[src/rtl/mpi_pkg.sv]
// Shared FIFO defaults, arbiter state encoding and the occupancy-cap helper
// used by fifo_wr_arbiter.
package mpi_pkg;
  localparam int FIFO_W = 128;
  localparam int FIFO_D = 8;

  typedef enum logic {
    IDLE   = 1'b0,
    LOCKED = 1'b1
  } arb_state_t;

  // The downstream FIFO counter is d bits wide, so it can hold at most 2**d-1 entries.
  function automatic int occ_cap(input int d);
    return (1 << d) - 1;
  endfunction
endpackage

[src/rtl/rr_arbiter.sv]
// Round-robin arbiter: the search starts one past ptr and wraps; the first
// requester found gets a one-hot grant.
module rr_arbiter #(
  parameter int N = 4
) (
  input  logic [N-1:0]         req,
  input  logic [$clog2(N)-1:0] ptr,
  output logic [N-1:0]         grant
);
  localparam int IW = $clog2(N);

  int            idx;
  logic [IW-1:0] sel;
  logic          found;

  always_comb begin
    grant = '0;
    found = 1'b0;
    idx   = 0;
    sel   = '0;
    for (int k = 0; k < N; k++) begin
      idx = (int'(ptr) + 1 + k) % N;
      sel = IW'(idx);
      if (!found && req[sel]) begin
        grant[sel] = 1'b1;
        found      = 1'b1;
      end
    end
  end
endmodule

[src/rtl/fifo_wr_arbiter.sv]
// Round-robin write arbiter in front of a FIFO with occupancy tracking.
// Define FIFO_ARB_PKT_LOCK_EN to hold the grant for a whole packet (until req_last).
module fifo_wr_arbiter
  import mpi_pkg::*;
#(
  parameter int N = 4,
  parameter int W = FIFO_W,
  parameter int D = FIFO_D
) (
  input  logic                 clock,
  input  logic                 reset,
  input  logic [N-1:0]         req_valid,
  input  logic [N*W-1:0]       req_data,
  input  logic [N-1:0]         req_last,
  output logic [N-1:0]         req_ready,
  output logic [W-1:0]         fifo_idata,
  output logic                 fifo_ivalid,
  input  logic                 fifo_ovalid,
  output logic [$clog2(N)-1:0] grant_id,
  output logic                 full,
  output logic [D-1:0]         occupancy,
  output logic                 arb_state
);
  localparam int            IW      = $clog2(N);
  localparam logic [D-1:0]  OCC_CAP = D'(occ_cap(D));

  // Handshake: a beat moves when req_valid[i] && req_ready[i]. req_ready is
  // combinational, one-hot, never high without req_valid, and all-zero while
  // reset is low or the FIFO is full.
  arb_state_t    state;
  logic [N-1:0]  candidates;
  logic [N-1:0]  grant;
  logic          accept;
  logic          pop;
  logic [IW-1:0] accept_id;
  logic [W-1:0]  sel_data;

`ifdef FIFO_ARB_PKT_LOCK_EN
  arb_state_t   state_next;
  logic [N-1:0] lock_mask;

  // While locked, grant_id still names the requester that owns the packet.
  assign lock_mask  = N'(1) << grant_id;
  assign candidates = (state == LOCKED) ? (req_valid & lock_mask) : req_valid;

  always_ff @(posedge clock) begin
    if (!reset) state <= IDLE;
    else        state <= state_next;
  end

  always_comb begin
    state_next = state;
    case (state)
      IDLE:    if (accept && !req_last[accept_id]) state_next = LOCKED;
      LOCKED:  if (accept &&  req_last[accept_id]) state_next = IDLE;
      default: state_next = IDLE;
    endcase
  end
`else
  logic unused_last;

  assign unused_last = ^req_last;
  assign candidates  = req_valid;
  assign state       = IDLE;
`endif

  assign arb_state = state;

  rr_arbiter #(.N(N)) u_rr (
    .req   (candidates),
    .ptr   (grant_id),
    .grant (grant)
  );

  assign full      = (occupancy == OCC_CAP);
  assign req_ready = (reset && !full) ? grant : '0;
  assign accept    = |req_ready;
  assign pop       = fifo_ovalid && (occupancy != '0);

  always_comb begin
    accept_id = '0;
    sel_data  = '0;
    for (int i = 0; i < N; i++) begin
      if (req_ready[i]) begin
        accept_id = IW'(i);
        sel_data  = req_data[i*W +: W];
      end
    end
  end

  always_ff @(posedge clock) begin
    if (!reset) begin
      fifo_ivalid <= 1'b0;
      fifo_idata  <= '0;
      occupancy   <= '0;
      grant_id    <= IW'(N-1);
    end else begin
      fifo_ivalid <= accept;
      if (accept) begin
        fifo_idata <= sel_data;
        grant_id   <= accept_id;
      end
      case ({accept, pop})
        2'b10:   occupancy <= occupancy + D'(1);
        2'b01:   occupancy <= occupancy - D'(1);
        default: occupancy <= occupancy;
      endcase
    end
  end
endmodule

[config.mk]
export PLATFORM = sky130hd
export DESIGN_NAME = fifo_wr_arbiter
export DESIGN_NICKNAME = d
export VERILOG_FILES = /design/src/rtl/mpi_pkg.sv /design/src/rtl/rr_arbiter.sv /design/src/rtl/fifo_wr_arbiter.sv
export SDC_FILE = /design/constraint.sdc
export NUM_CORES = 1
export LEC_CHECK = 0
export BUFFER_PORTS_ARGS = -buffer_cell sky130_fd_sc_hd__buf_2
export CORE_AREA = 4 4 257 259
export DETAILED_ROUTE_END_ITERATION = 8
export DIE_AREA = 0 0 261 263
export SYNTH_ARGS = -nofsm -noshare
export SYNTH_HDL_FRONTEND = slang
export SYNTH_SLANG_ARGS = --single-unit
[constraint.sdc]
create_clock -name clock -period 15.1 [get_ports clock]
set_input_delay 0 -clock clock [delete_from_list [all_inputs] [get_ports clock]]
set_output_delay 0 -clock clock [all_outputs]
set_load 0.01 [all_outputs]
---- After elaboration in Yosys (flattened, before gate mapping) ----
Cells that the tools add are included.
cells by class
  $lt $le $gt $ge ......................... 8
  equality and inequality tests ........... 3
  bitwise gates (word level) .............. 3
  reduce and logical (&&, ||, !) cells .... 16
  multiplexer cells ....................... 32
  add/subtract/negate cells ............... 6
operators with widths
  kind                                                         count
  2-to-1 mux 128 bit                                           4
  2-to-1 mux 4 bit                                             5
  one-hot mux 8 bit (2 select lines)                           1
  less-than comparator 2 x 3 -> 1 bit (second input constant)  4
  2-to-1 mux 1 bit                                             12
  bitwise OR 4 bit                                             3
  logical AND 1 bit                                            9
  adder 8 x 1 -> 8 bit (second input constant)                 1
  binary-select mux 1 bit (select 2 bit)                       4
  demux 1 bit (select 2 bit)                                   4
  equality test 8 bit (second input constant)                  1
  >= comparator 2 x 1 -> 1 bit (second input constant)         4
  nonzero test 8 bit                                           1
  subtractor 8 x 1 -> 8 bit (second input constant)            1
  adder 2 x 1 -> 2 bit (second input constant)                 2
  adder 2 bit (second input constant)                          2
  zero test 1 bit                                              4
  2-to-1 mux 2 bit                                             2
  OR reduction 4 bit                                           1
  equality test 2 x 1 -> 1 bit (second input constant)         1
  equality test 2 bit (second input constant)                  1
  nonzero test 2 bit                                           1
storage, ports and cells
  logic and storage cells ................. 72
  register bits after elaboration ......... 139

---- Longest topological paths before layout ----
  depth in word-level cells ............... 18
  mapped depth ............................ 21
  gate-level depth less buffers ........... 17

---- Cells and area by module ----
A second synthesis with hierarchy kept.
unflattened totals
  cells, all modules ...................... 1,086
  area total of the unflattened synthesis .. 8,653.3 um^2
by module, submodules not included
  module           cells each  seq. area each (um^2)  times used  area an instance (um^2)
  fifo_wr_arbiter  1,033       2,782.7                1           8,221.6
  rr_arbiter       53          0.0                    1           431.7

---- Least setup slack after synthesis ----
Ideal clock, no wire load.
  path kind ............................... reg-to-reg
  from .................................... register grant_id[0]
  to ...................................... register occupancy[7]
  slack ................................... 10,025 ps
  required time ........................... 15,029 ps
  period minus slack after synthesis ...... 5,075 ps
  setup time .............................. 71 ps
  stages on the path, launching flop included .. 22
  buffers on the path ..................... 4
  data arrival time ....................... 5,004 ps
  cells stage by stage .................... dfxtp_1 -> buf_6 -> inv_1 -> ha_1 -> or2_0 -> clkbuf_1 -> or4_4 -> a21oi_4 -> a221oi_4 -> a41oi_2 -> buf_4 -> buf_2 -> inv_1 -> ha_1 -> ha_1 -> a21o_1 -> a21oi_1 -> o21bai_1 -> a2111oi_0 -> nor4_1 -> or4_1 -> a21oi_1
between the ends
  longest elaborated chain between the ends .. 17
  elaborated cells on any way between the ends .. 54
ends and longest elaborated chain
  element                                                                                       RTL line                text
  start, declared                                                                               fifo_wr_arbiter.sv:19   output logic [$clog2(N)-1:0] grant_id,
  start signal, assigned                                                                        fifo_wr_arbiter.sv:96   grant_id <= IW'(N-1);
  start signal, assigned                                                                        fifo_wr_arbiter.sv:101  grant_id <= accept_id;
  adder 2 x 1 -> 2 bit *                                                                        rr_arbiter.sv:22        idx = (int'(ptr) + 1 + k) % N;
  parallel branches: the longest is 11 deep, another holds less-than comparator 2 x 3 -> 1 bit  --
  2-to-1 mux 4 bit *                                                                            rr_arbiter.sv:24        if (!found && req[sel]) begin
  2-to-1 mux 4 bit *                                                                            fifo_wr_arbiter.sv:76   assign req_ready = (reset && !full) ? grant : '0;
  OR reduction 4 bit *                                                                          fifo_wr_arbiter.sv:77   assign accept = |req_ready;
  equality test 2 x 1 -> 1 bit or equality test 2 bit (tied branches)                           fifo_wr_arbiter.sv:103  case ({accept, pop})
  one-hot mux 8 bit (2 select lines) or nonzero test 2 bit (tied branches)                      --
  end signal, assigned                                                                          fifo_wr_arbiter.sv:104  2'b10: occupancy <= occupancy + D'(1);
  end signal, assigned                                                                          fifo_wr_arbiter.sv:105  2'b01: occupancy <= occupancy - D'(1);
  end signal, assigned                                                                          fifo_wr_arbiter.sv:106  default: occupancy <= occupancy;
  end, declared                                                                                 fifo_wr_arbiter.sv:21   output logic [D-1:0] occupancy,
Mark *: on every way between the ends. The select of a mux whose other input is x is not followed.
A chain may end at the register's enable or synchronous reset.

---- Worst setup path in the final report ----
Ends and elaborated chain as after synthesis.

==> run_results.csv <==
group,metric,value,unit
setup_path,rrSetupSlack,9040,ps
setup_path,reg2reg_depth,18,
global_route,grt_max_degree,93,
clock_tree,cts_made_buffers,17,
clock_tree,cts_buffer_depth,2,
setup_path,cp-end-kind,"register",
synth,yosysUniqueCellTypes,58,
timing,period_share,40.1,%
placement,dpl.hpwl,41.6,mm
setup_path,cp_data_arrival_time,6450,ps
synth,synthArstFlopShare,0,%
clock_tree,clkLatencyLatePin,480,ps
timing,slew_viol_final,0,
layout,fill_cells,6767,
routing,drt-pass1-iter-count,5,
layout,final_cell_mix,"buf_2 (662), dlygate4sd3_1 (383), dfxtp_1 (139)",
timing,setup_viol,0,
clock_tree,postCtsHoldBufs,383,
min_path,hold_path.class,"in2reg",
run,cap_violations,0,
min_path,holdPathStages,3,
synth,ys_warn_count,0,
routing,wirelength,57.5,mm
pwr,powerDensity,203,mW/mm^2
setup_path,worst-path-max-fanout,92,
clock_tree,clkSinkCount,139,
routing,wl_per_cell,21.6,um
layout,final_common_cell,"buf_2",
routing,via_count,12070,
layout,fin_util,25.0,%
routing,drt-initial-drc-count,1104,
setup_path,cp-start-kind,"register",
die,die_x,261,um
timing,min_period,6060,ps
global_route,grt_overflow,0,
timing,hold_slack,12.1,ps
die,initial_core_util,11.8,%
pwr,leakagePower,7.07,nW
timing,rsz0062_at_grt,"false",
setup_path,required,15490,ps
layout,area_growth,113,%
setup_path,r2r-start,"grant_id[0]$_SDFFE_PN1P_",
timing,slew-limit-headroom,27.4,%
die,core,0.0639,sq mm
synth,netlist_instances,809,
clock_tree,cts_root_buf,"clkbuf_16",
timing,fin_setup_tns,0,ps
setup_path,critPathMostFrequentCell,"ha_1",
layout,seq_area,0.00278,sq mm
placement,dp.cells,2238,
timing,worstMarginPinSlew,1090,ps
setup_path,critPathMaxStageDelay,700,ps
layout,fin_nets,2323,
run_status,outcome,"complete, no violations",
layout,multi_input_area,0.00424,sq mm
layout,final_cells,2666,
global_route,antenna_found_initial,37,
synth,synth_seq_cells,139,
synth,synth_ff_type,"dfxtp_1",
die,ios,668,
setup_path,crit_family,"simple AND/OR/NAND/NOR gates",
synth,synth_area,0.00751,sq mm
timing,hold_violations,0,
placement,io_buffers,662,
synth,synth.net_count,1347,
setup_path,path_cells,"inv_1 -> ha_1 -> or2_0 -> or4_4 -> a21oi_2 -> nor3_2 -> a41oi_4 -> buf_4 -> inv_1 -> ha_1 -> ha_1 -> a21o_1 -> a21oi_1 -> o21bai_1 -> a2111oi_0 -> nor4_1 -> or4_1 -> a21oi_1",
timing,fin_skew,19.6,ps
clock_tree,cts_tree,"done",
global_route,grt_pass1_vias,12259,
setup_path,critical_path_class,"reg2reg",
global_route,grt_pass1_wl,79.3,mm
pwr,peakVddDrop,0.000150,V
clock_tree,cts.clk_slew.worst_paths,70,ps
synth,synth-edff-count,0,
min_path,hold_end,"fifo_idata[125]$_SDFFE_PN0P_",
placement,place.gp.congestion,0.839,
clock_tree,postCtsSetupRepairBufs,0,
synth,yosysSeqAreaShare,37.1,%
clock_tree,cts_resized,0,
die,die-area,0.0686,sq mm
layout,layout-drive-gt1-share,40.6,%
pwr,finalPower,3.25,mW
die,fp.dieH,263,um
setup_path,cp_slowest_cell,"buf_4",
die,rows,93,
routing,drc,0,
setup_path,timing.rr.end,"occupancy[7]$_SDFFE_PN0P_",
global_route,grtUsageTotal,15.8,%
clock_tree,htreeDepth,4,
min_path,min-delay-start,"req_data[381]",
synth,syn_avg_cell_area,9.28,sq um
setup_path,cp.buffers_inverters,3,
routing,ant_nets,0,
timing,fmax,0.165,GHz
routing,viasPerCell,4.53,
## cells by family (layout without fill, tap and decap cells)
logic type	Yosys count	in the layout	share of synthesized area, %
compound gates	467	467	46.5
flops	139	139	37.1
buf+inv	111	1100	7.00
simple gates	59	59	4.47
fa+ha+maj	15	15	2.60
mux	11	11	1.67
xor+xnor	6	6	0.700
other cells	1	14	0.0499
## how the worst max path moves through the flow
stage	startpoint	end	slack [ps]	cells after the start
after floorplan	grant_id[0]$_SDFFE_PN1P_	occupancy[7]$_SDFFE_PN0P_	10030	21
after global placement	grant_id[0]$_SDFFE_PN1P_	occupancy[7]$_SDFFE_PN0P_	9060	18
after detailed placement	grant_id[0]$_SDFFE_PN1P_	occupancy[7]$_SDFFE_PN0P_	9080	18
after CTS	grant_id[0]$_SDFFE_PN1P_	occupancy[7]$_SDFFE_PN0P_	9050	18
after global routing	grant_id[0]$_SDFFE_PN1P_	occupancy[7]$_SDFFE_PN0P_	8460	18
final	grant_id[0]$_SDFFE_PN1P_	occupancy[7]$_SDFFE_PN0P_	9040	18
## cell type report
| cell class | instances | area share [%] |
|---|---|---|
| Clock inverter | 15 | 1.06 |
| Sequential cell | 139 | 17.4 |
| Timing Repair Buffer | 1056 | 45.2 |
| Tap cell | 855 | 6.69 |
| Inverter | 12 | 0.282 |
| Antenna cell | 13 | 0.203 |
| Clock buffer | 17 | 2.66 |
| Multi-Input combinational cell | 559 | 26.5 |
## cells in the mapped netlist (all sizes together), types with 3 or more instances
master   count  area share, %
ha          14            2.3
inv         12           0.60
nand3        5           0.33
xnor2        5           0.58
clkbuf      34            1.7
o2bb2ai     84            9.8
nand2        3           0.15
a22oi       88            8.8
o22ai       85            7.1
mux2i        8            1.1
o31ai        4           0.58
o21ai       47            3.1
nor4         3           0.25
a221oi      85             10
and3         3           0.25
nor2        20            1.0
nand4        5           0.42
a31oi       44            3.7
buf         65            4.7
a21oi       15            1.3
nor3         5           0.40
and4         4           0.47
o31a         3           0.37
dfxtp      139             37
## sequential cells by signal, summed over array words and instances (netlist names)
signal and cells:
occupancy 8, fifo_idata 128, grant_id 2, fifo_ivalid 1
## report_power, final
part	total, mW	internal (mW)	switching (mW)
Sequential	0.648	0.548	0.0996
Combinational	2.15	1.12	1.03
Clock	0.451	0.236	0.216
Total	3.25	1.90	1.34
## worst min-delay path: cells and delay by family
kind | cells | cell delay [ps]
compound gates | 2 | 360
buf+inv | 1 | 80
## metrics by stage
step | instance area (sq um) | setup slack (ps)
final | 16000 | 9040
after global routing | 16000 | 8460
after CTS | 16000 | 9050
after detailed placement | 11500 | 9080
after global placement | 11500 | 9060
after floorplan | 7510 | 10030
## layer usage
| metal | vias up | GRT usage, % | wire length (um) |
|---|---|---|---|
| li1 | 5364 | - | - |
| met1 | 5686 | 17.5 | 21500 |
| met2 | 847 | 27.4 | 27600 |
| met3 | 169 | 4.77 | 5520 |
| met4 | 4 | 7.92 | 2830 |
| met5 | - | 0 | 23 |
Note: power is estimated with default switching activity, not from simulation.
